### config.mk
export PLATFORM = sky130hd
export DESIGN_NAME = jt49_mixseq
export DESIGN_NICKNAME = d
export VERILOG_FILES = /design/src/rtl/jt49_mixseq.sv
export SDC_FILE = /design/constraint.sdc
export NUM_CORES = 1
export LEC_CHECK = 0
export ABC_AREA = 1
export BUFFER_PORTS_ARGS = -buffer_cell sky130_fd_sc_hd__buf_2
export CAP_MARGIN = 20
export CORE_ASPECT_RATIO = 0.9
export CORE_MARGIN = 2
export CORE_UTILIZATION = 55
export DETAILED_ROUTE_END_ITERATION = 16
export GPL_ROUTABILITY_DRIVEN = 0
export PLACE_DENSITY = 0.77
export SKIP_LAST_GASP = 1
export SLEW_MARGIN = 20
export SYNTH_ARGS = -nofsm -noshare
export SYNTH_HDL_FRONTEND = slang
export SYNTH_SLANG_ARGS = --single-unit
### constraint.sdc
create_clock -name clk -period 4.1 [get_ports clk]
set_input_delay 0.205 -clock clk [delete_from_list [all_inputs] [get_ports clk]]
set_output_delay 0.205 -clock clk [all_outputs]
set_load 0.05 [all_outputs]
### src/rtl/jt49_mixseq.sv
// jt49_mixseq: time-multiplexed three-channel log-to-linear mixer.
// The channels are snapshotted on cen and pass one at a time through a single
// shared lookup table. Their sum is then scaled and saturated to 8 bits for
// jt49_dcrm2.din.
module jt49_mixseq #(
  parameter int unsigned GAIN_SHIFT = 2
) (
  input  logic       clk,
  input  logic       rst,
  input  logic       cen,
  input  logic [4:0] lvl_a,
  input  logic [4:0] lvl_b,
  input  logic [4:0] lvl_c,
  input  logic [2:0] mute,
  output logic [7:0] dout,
  output logic       dout_valid,
  output logic       busy
);

  typedef enum logic [2:0] {StIdle, StAccA, StAccB, StAccC, StOut} state_e;

  state_e     state_q;
  logic [9:0] acc_q;
  logic [4:0] snap_a_q, snap_b_q, snap_c_q;
  logic [2:0] snap_mute_q;

  logic [4:0] sel_lvl;
  logic       sel_mute;
  logic [7:0] lin_val;
  logic [9:0] contrib;
  logic [9:0] scaled;
  logic [7:0] sat;

  // Route the channel that the current state accumulates into the shared table.
  always_comb begin
    sel_lvl  = 5'd0;
    sel_mute = 1'b1;
    case (state_q)
      StAccA: begin sel_lvl = snap_a_q; sel_mute = snap_mute_q[0]; end
      StAccB: begin sel_lvl = snap_b_q; sel_mute = snap_mute_q[1]; end
      StAccC: begin sel_lvl = snap_c_q; sel_mute = snap_mute_q[2]; end
      default: begin sel_lvl = 5'd0; sel_mute = 1'b1; end
    endcase
  end

  // Shared log-to-linear ROM: round(255 * 2^((n-31)/2)), with 0 mapped to silence.
  always_comb begin
    lin_val = 8'd0;
    case (sel_lvl)
      5'd31: lin_val = 8'd255;
      5'd30: lin_val = 8'd180;
      5'd29: lin_val = 8'd128;
      5'd28: lin_val = 8'd90;
      5'd27: lin_val = 8'd64;
      5'd26: lin_val = 8'd45;
      5'd25: lin_val = 8'd32;
      5'd24: lin_val = 8'd23;
      5'd23: lin_val = 8'd16;
      5'd22: lin_val = 8'd11;
      5'd21: lin_val = 8'd8;
      5'd20: lin_val = 8'd6;
      5'd19: lin_val = 8'd4;
      5'd18: lin_val = 8'd3;
      5'd17: lin_val = 8'd2;
      5'd16: lin_val = 8'd1;
      5'd15: lin_val = 8'd1;
      5'd14: lin_val = 8'd1;
      default: lin_val = 8'd0;
    endcase
  end

  // Compute the channel contribution and the scaled, saturated output value.
  always_comb begin
    contrib = sel_mute ? 10'd0 : {2'b00, lin_val};
    scaled  = acc_q >> GAIN_SHIFT;
    sat     = (scaled > 10'd255) ? 8'hff : scaled[7:0];
  end

  // Sequencer: a cen in any state restarts from a fresh snapshot.
  // A cen in OUT still publishes the finished sample.
  always_ff @(posedge clk) begin
    if (rst) begin
      state_q     <= StIdle;
      acc_q       <= 10'd0;
      snap_a_q    <= 5'd0;
      snap_b_q    <= 5'd0;
      snap_c_q    <= 5'd0;
      snap_mute_q <= 3'd0;
      dout        <= 8'd0;
      dout_valid  <= 1'b0;
      busy        <= 1'b0;
    end else begin
      dout_valid <= 1'b0;
      if (state_q == StOut) begin
        dout       <= sat;
        dout_valid <= 1'b1;
      end
      if (cen) begin
        snap_a_q    <= lvl_a;
        snap_b_q    <= lvl_b;
        snap_c_q    <= lvl_c;
        snap_mute_q <= mute;
        acc_q       <= 10'd0;
        state_q     <= StAccA;
        busy        <= 1'b1;
      end else begin
        case (state_q)
          StAccA: begin
            acc_q   <= acc_q + contrib;
            state_q <= StAccB;
            busy    <= 1'b1;
          end
          StAccB: begin
            acc_q   <= acc_q + contrib;
            state_q <= StAccC;
            busy    <= 1'b1;
          end
          StAccC: begin
            acc_q   <= acc_q + contrib;
            state_q <= StOut;
            busy    <= 1'b1;
          end
          default: begin
            state_q <= StIdle;
            busy    <= 1'b0;
          end
        endcase
      end
    end
  end

endmodule

==> run_results.csv, run 1 <==
group,metric,value,unit
layout,finalNonFillerCells,407,
grt,grt_pass1_wl,8466,um
layout,syn_to_final_growth,12.15,%
grt,grt_start_max_net_pins,31,
critical_path,critPathMaxStageDelay,0.50,ns
sta,tns,0,ns
sta,finalClockSkew,0.004530,ns
sta,hold_viol_final,0,
cts,cts_hold_buf,0,
pwr,internal-power,0.5976,mW
grt,grt_pass1_vias,1891,
die,die_area,0.004710,mm2
critical_path,cp.required,4.35,ns
route,drt_iter0_drc,196,
layout,fill_cells,356,
sta,finalCritPeriodShare,0.7509,
critical_path,path_max_fanout,8,
logic_synthesis,synth_top_cell_area_share,0.3573,
pwr,power.share.clock,0.372,
route,drt_pass1_iterations,4,
cts,cts_max_level,2,
critical_path,crit_family,"simple AND/OR/NAND/NOR gates",
route,drc,0,
layout,drive_above_1_share,0.1727,
cts,clkLatencyLatePin,0.30,ns
cts,cts.sinks,41,
worst_hold_path,hold_class,"input pin to flop",
critical_path,crit_buf_inv,2,
layout,utilization,0.6367,
logic_synthesis,syn-num-nets,364,
logic_synthesis,syn_area_per_cell,6.961,um2
critical_path,critPathCaptureType,"flop",
place,portBuffers,30,
pwr,p_leak,1.215,nW
critical_path,start_kind,"flop",
sta,max_freq,324.8,MHz
pwr,power_frac_comb,0.104,
grt,grt_use_total,0.2286,
logic_synthesis,synth_area_leaders,"dfxtp_1 36%, nand2_1 15%, a21oi_1 7.6%, ha_1 6.5%, inv_1 5.6%",
sta,drv_slew,0,
logic_synthesis,seq_area_frac_synth,0.3573,
route,drt-total-wl,4887,um
sta,slew_headroom,0.5892,
layout,register_area,820.8,um2
sta,tightest_slew,0.6155,ns
critical_path,crit_arrival,3.33,ns
logic_synthesis,ys_types,32,
cts,clockBufferDepth,2,
sta,rsz0062_at_grt,"false",
logic_synthesis,synth_seq_cells,41,
layout,multi_input_area,0.001279,mm2
logic_synthesis,netlist_instances,330,
route,wire_per_inst,12.01,um
die,start_util,0.5677,
cts,cts_setup_buffers,0,
layout,antennaDiodeCount,0,
place,dpl.hpwl,3637,um
logic_synthesis,yosys_warnings,0,
die,core,0.004046,mm2
cts,cts.clk_slew.worst_paths,0.08,ns
flow_run,max_cap_violations,0,
run_status,outcome,"finished, final reports clean",
critical_path,critical_path_class,"flop to flop",
critical_path,critPathSlowestCell,"dfxtp_1",
pwr,p_switching,0.2120,mW
pwr,ir_worst_vdd,0.2533,mV
sta,layout_min_cycle_time,3.079,ns
cts,cts_tree,"yes",
logic_synthesis,syn_area,0.002297,mm2
critical_path,cp_cell_sequence,"nand2_1 -> nor2_4 -> nand2_1 -> nand3_1 -> inv_1 -> ha_1 -> nand4_1 -> nand3_1 -> nand2_1 -> a21oi_2 -> ha_1 -> fa_1 -> nand4_1 -> nand3b_1 -> or2_2 -> nand3_1 -> nand2_1 -> inv_1",
pwr,power,0.8095,mW
cts,cts_repair_resize_count,0,
sta,setup_viol,0,
pwr,seq_power_share,0.523,
logic_synthesis,yosys.area.top_type,"dfxtp_1",
route,viasPerCell,5.201,
critical_path,crit_top_cell,"nand2_1",
cts,cts_root_buffer,"clkbuf_8",
pwr,sw_frac_of_total,0.2618,
place,placed_cells,399,
route,final_antenna_net_count,0,
die,fp-row-count,22,
grt,grt-ovfl-total,0,
pwr,power_density,314.2,mW/mm2
grt,antenna_found_initial,0,
route,vias,2117,
cts,cts_buffers,5,
layout,nets,392,
die,die_w,72.13,um
die,fp.dieH,65.31,um
die,pin_count,31,
-- worst register-to-register path: cells and delay by family (launching register included) --
kind / cells / cell delay [ns]
compound gates: 1 / 0.06
fa+ha+maj: 3 / 0.87
buf+inv: 2 / 0.15
flops: 1 / 0.50
simple gates: 12 / 1.45
-- power groups by stage --
stage | sequential, mW | combinational, mW | clock, mW
2_1_floorplan | 0.432 | 0.0594 | 0
3_3_place_gp | 0.432 | 0.0830 | 0
3_5_place_dp | 0.432 | 0.0837 | 0
4_1_cts | 0.423 | 0.0842 | 0.307
5_1_grt | 0.425 | 0.0960 | 0.320
6_report | 0.423 | 0.0846 | 0.301
-- synth_stat cells --
master and number:
a211oi_1 8, a21boi_0 1, a21oi_1 35, a21oi_2 2, and3_1 1, buf_2 2
buf_4 1, clkbuf_1 7, clkinv_1 2, dfxtp_1 41, fa_1 1, ha_1 12
inv_1 34, inv_2 5, nand2_1 93, nand2_2 2, nand3_1 24, nand3_2 3
nand3_4 1, nand3b_1 1, nand4_1 8, nor2_1 20, nor2_2 5, nor2_4 3
nor3_1 1, nor4_2 1, o21ai_0 9, o21ai_1 1, o21bai_1 2, or2_2 1
xnor2_1 1, xor2_1 2
-- cells by family (layout without fill, tap and decap cells) --
| kind of cell | after synthesis | in the layout | share of synthesized area |
|---|---|---|---|
| DFF | 41 | 41 | 0.3573 |
| adders and majority gates | 13 | 13 | 0.07407 |
| xor gates and xnor gates | 3 | 3 | 0.01144 |
| buffers and inverters | 51 | 80 | 0.08606 |
| AOI/OAI and AO/OA | 58 | 58 | 0.1416 |
| and+or+nand+nor | 164 | 164 | 0.3295 |
-- per-stage QoR --
stage	hold WS (ns)	instance area [um2]	setup slack [ns]
2_1_floorplan	0.3455	2297	1.413
3_3_place_gp	0.4491	2471	1.261
3_5_place_dp	0.4524	2471	1.078
4_1_cts	0.1348	2576	1.043
5_1_grt	0.1575	2576	0.7212
6_report	0.1432	2576	1.021
-- metal layers --
| metal | wire [um] | part of all wire | GRT usage |
|---|---|---|---|
| met1 | 2635 | 0.54 | 0.3450 |
| met2 | 1962 | 0.40 | 0.3200 |
| met3 | 248 | 0.051 | 0.03988 |
| met4 | 41 | 0.0084 | 0.08491 |
| met5 | 0 | 0 | 0 |
-- flip-flops by register name (all words and copies together), names as in the netlist --
| signal | flops |
|---|---|
| acc_q | 10 |
| busy | 1 |
| dout_valid | 1 |
| snap_a_q | 5 |
| state_q | 3 |
| snap_b_q | 5 |
| dout | 8 |
| snap_mute_q | 3 |
| snap_c_q | 5 |
-- layout make-up --
class | instances | area share
multi-input cells | 238 | 0.4964
flip-flops and latches | 41 | 0.3186
repair buffers | 31 | 0.06119
inverters | 41 | 0.05974
clock buffers | 7 | 0.03740
well taps | 48 | 0.02331
clock inverters | 1 | 0.003400
-- layout by cell type, fill, tap and decap left out, types with 9 or more instances in the layout --
cell type,synthesis,routed
nand2_1,93,93
dfxtp_1,41,41
nand3_1,24,24
buf_2,2,30
inv_1,34,34
o21ai_0,9,9
a21oi_1,35,35
ha_1,12,12
nor2_1,20,20
-- final timing paths --
kind              depth (start not counted)  slack (ns)                  start                     endpoint
setup reg to reg                         18        1.02  state_q[0]$_SDFF_PP0_        acc_q[6]$_SDFFE_PP0N_
setup / recovery                         18        1.02  state_q[0]$_SDFF_PP0_        acc_q[6]$_SDFFE_PP0N_
hold reg to reg                           2        0.46   dout[7]$_SDFFE_PP0P_         dout[7]$_SDFFE_PP0P_
hold / removal                            3        0.14                mute[2]  snap_mute_q[2]$_SDFFE_PP0P_
Note: power is estimated with default switching activity, not from simulation.
==> inputs of run 2 (changes only) <==
--- a/config.mk
+++ b/config.mk
@@ -5,7 +5,7 @@
 export SDC_FILE = /design/constraint.sdc
 export NUM_CORES = 1
 export LEC_CHECK = 0
-export ABC_AREA = 1
+export ABC_AREA = 0
 export BUFFER_PORTS_ARGS = -buffer_cell sky130_fd_sc_hd__buf_2
 export CAP_MARGIN = 20
 export CORE_ASPECT_RATIO = 0.9
==> constraint.sdc (replaced) <==
create_clock -name clk -period 3.2 [get_ports clk]
set_input_delay 0.16 -clock clk [delete_from_list [all_inputs] [get_ports clk]]
set_output_delay 0.16 -clock clk [all_outputs]
set_load 0.05 [all_outputs]
==> run 2 against run 1 <==
Clock power grew 40%. Critical path type unchanged. Worst hold slack got worse by 0.048 ns. Critical endpoint is now acc_q[8]$_SDFFE_PP0N_. Routed wire length increased by 14%. Fmax down 2.6%. Final cell count is 14% lower. Highest routed layer unchanged. Sequential share of layout area fell by 2.8 points. Critical path depth fell by 5. Via count down 2.9%. Synthesized cell count shrank 21%.
==> run_results.csv, run 2 <==
group,metric,value,unit
critical_path,crit_family,"compound AO/OA/AOI/OAI gates",
die,die_area,0.004614,mm2
logic_synthesis,synth_seq_cells,41,
pwr,sw_frac_of_total,0.2557,
die,pin_count,31,
cts,cts.sinks,41,
layout,largestRegisters,"acc_q (10), dout (8)",
run_status,outcome,"finished, final reports clean",
layout,drive_above_1_share,0.3179,
place,place_area,0.002517,mm2
critical_path,cp.required,3.44,ns
sta,slew_headroom,0.5948,
logic_synthesis,synthFlopType,"dfxtp_1",
die,start_util,0.5630,
worst_hold_path,worstHoldEndpoint,"snap_c_q[3]$_SDFFE_PP0P_",
logic_synthesis,synth_top_cell_area_share,0.3653,
grt,grt_pass1_wl,8583,um
grt,grt_pass1_vias,1893,
layout,layout_commonest_cell,"dfxtp_1",
pwr,internal-power,0.8279,mW
route,final_antenna_net_count,0,
pwr,p_switching,0.2844,mW
pwr,seq_power_share,0.484,
sta,hold_viol_final,0,
logic_synthesis,ys_types,49,
route,drc,0,
critical_path,r2r_slack,0.04,ns
critical_path,r2r-end,"acc_q[8]$_SDFFE_PP0N_",
logic_synthesis,syn-num-nets,294,
cts,clkLatencyLatePin,0.30,ns
sta,tightest_slew,0.6078,ns
sta,fin_ws,0.04063,ns
layout,final_cell_mix,"39 x dfxtp_1, 37 x nor2_1, 30 x buf_2, 27 x nand2_1, 22 x mux2i_1",
pwr,power_density,391.1,mW/mm2
die,die_w,71.38,um
logic_synthesis,synth.most_common_cell,"dfxtp_1",
critical_path,critPathCaptureType,"flop",
critical_path,critPathSlowestCell,"ha_1",
logic_synthesis,yosys_warnings,0,
logic_synthesis,syn_area_per_cell,8.643,um2
pwr,power_frac_comb,0.137,
route,drt_iter0_drc,138,
layout,syn_to_final_growth,26.56,%
layout,nets,335,
die,core,0.003991,mm2
logic_synthesis,synth_area_leaders,"dfxtp_1 37%, mux2i_1 11%, ha_1 6.7%, nor2_1 6.3%, a21oi_1 4.7%",
grt,grt_start_max_net_pins,32,
cts,cts_buffers,5,
cts,cts_root_buffer,"clkbuf_8",
logic_synthesis,seq_area_frac_synth,0.3653,
place,post-place-ws,-0.07196,ns
flow_run,max_cap_violations,0,
layout,largest_register_ff_count,10,
critical_path,r2r_start,"state_q[0]$_SDFF_PP0_",
cts,cts_max_level,2,
sta,layout_min_cycle_time,3.159,ns
cts,cts_hold_buf,0,
pwr,power,1.112,mW
cts,cts_tree,"yes",
worst_hold_path,whs_path_depth,3,
cts,cts.clk_slew.worst_paths,0.09,ns
place,portBuffers,30,
critical_path,worst_r2r_path_depth,13,
grt,grt-ovfl-total,0,
route,drt-total-wl,5592,um
die,fp-row-count,22,
place,placed_cells,336,
critical_path,cp_cell_sequence,"mux2_4 -> a22oi_2 -> nor2_4 -> ha_1 -> and2_1 -> o21ai_1 -> a21oi_1 -> ha_1 -> o21ai_1 -> o21bai_2 -> a2111oi_4 -> or3_1 -> a21oi_1",
layout,finalNonFillerCells,350,
critical_path,critPathMaxStageDelay,0.44,ns
layout,top_register,"acc_q",
logic_synthesis,yosys.area.top_type,"dfxtp_1",
pwr,power.share.clock,0.379,
logic_synthesis,synth_async_sr_flop_share,0,
route,wire_per_inst,15.98,um
route,viasPerCell,5.871,
grt,antenna_found_initial,0,
route,drt_pass1_iterations,4,
sta,setup_viol,0,
place,dpl.hpwl,3647,um
grt,grt_use_total,0.2347,
cts,clockBufferDepth,2,
route,vias,2055,
logic_synthesis,synth_edf_count,0,
layout,antennaDiodeCount,0,
layout,final_area,0.002844,mm2
sta,max_freq,316.5,MHz
sta,tns,0,ns
worst_hold_path,hold_class,"input pin to flop",
die,fp.dieH,64.64,um
logic_synthesis,netlist_instances,260,
logic_synthesis,syn_area,0.002247,mm2
worst_hold_path,min_from,"lvl_c[3]",
pwr,ir_worst_vdd,0.1946,mV
critical_path,start_kind,"flop",
pwr,p_leak,1.161,nW
sta,finalClockSkew,0.01046,ns
logic_synthesis,synth_common_cells,"41 x dfxtp_1, 38 x nor2_1, 27 x nand2_1",
sta,finalCritPeriodShare,0.9873,
critical_path,crit_buf_inv,0,
sta,drv_slew,0,
sta,rsz0062_at_grt,"true",
critical_path,critical_path_class,"flop to flop",
critical_path,path_max_fanout,6,
critical_path,crit_arrival,3.40,ns
-- run 2: kinds of logic (layout without fill, tap and decap cells) --
logic type	Yosys count	after routing	synth area share
AND/OR/NAND/NOR	97	97	0.1960
AO/OA/AOI/OAI	61	61	0.1915
flip-flops	41	41	0.3653
multiplexers	26	26	0.1169
buffers and inverters	19	61	0.04287
adder cells (fa/ha/maj)	13	13	0.07572
XOR/XNOR	3	3	0.01169
-- run 2: metrics by stage --
| stage | hold slack, ns | util |
|---|---|---|
| after floorplan | 0.3068 | - |
| after global placement | 0.3915 | 0.6307 |
| after detailed placement | 0.4050 | 0.6307 |
| after CTS | 0.1002 | 0.6680 |
| after global routing | 0.1059 | 0.7125 |
| final | 0.09557 | 0.7125 |
-- run 2: timing repair --
item,4_1_cts,5_1_grt
resized for setup,7,31
pin swaps,6,17
setup buffers,2,4
endpoints found under the setup margin,4,5
-- run 2: power by group through the flow --
stage | clock (mW) | sequential [mW] | combinational (mW)
6_report | 0.422 | 0.538 | 0.152
5_1_grt | 0.450 | 0.541 | 0.164
4_1_cts | 0.426 | 0.537 | 0.134
3_5_place_dp | 0 | 0.549 | 0.129
3_3_place_gp | 0 | 0.549 | 0.126
2_1_floorplan | 0 | 0.549 | 0.0903
-- run 2: worst max path at each step --
stage	slack (ns)	start	endpoint	cells past startpoint
2_1_floorplan	0.03	state_q[0]$_SDFF_PP0_	acc_q[8]$_SDFFE_PP0N_	14
3_3_place_gp	0.05	state_q[0]$_SDFF_PP0_	acc_q[9]$_SDFFE_PP0N_	14
3_5_place_dp	-0.07	state_q[0]$_SDFF_PP0_	acc_q[8]$_SDFFE_PP0N_	14
4_1_cts	0.005	state_q[0]$_SDFF_PP0_	acc_q[9]$_SDFFE_PP0N_	13
5_1_grt	-0.08	state_q[0]$_SDFF_PP0_	acc_q[5]$_SDFFE_PP0N_	15
6_report	0.04	state_q[0]$_SDFF_PP0_	acc_q[8]$_SDFFE_PP0N_	13
-- run 2: tightest hold or removal path: stages --
cell	delay, ns
buf_2	0.08
mux2i_1	0.05
nor2_1	0.07
-- run 2: layer usage --
| layer | global-route usage | wire length [um] | vias to the layer above |
|---|---|---|---|
| met5 | 0 | 0 | - |
| met1 | 0.3263 | 2474 | 954 |
| li1 | - | - | 1007 |
| met3 | 0.04199 | 326 | 20 |
| met4 | 0.09198 | 166 | 0 |
| met2 | 0.3600 | 2625 | 74 |
-- run 2: final cells by class --
class,count,area (um2)
multi-input cells,200,1523
clock inverters,3,46.29
clock buffers,5,68.82
inverters,5,18.77
flip-flops and latches,41,825.8
fillers,301,1147
repair buffers,48,301.5
well taps,48,60.06
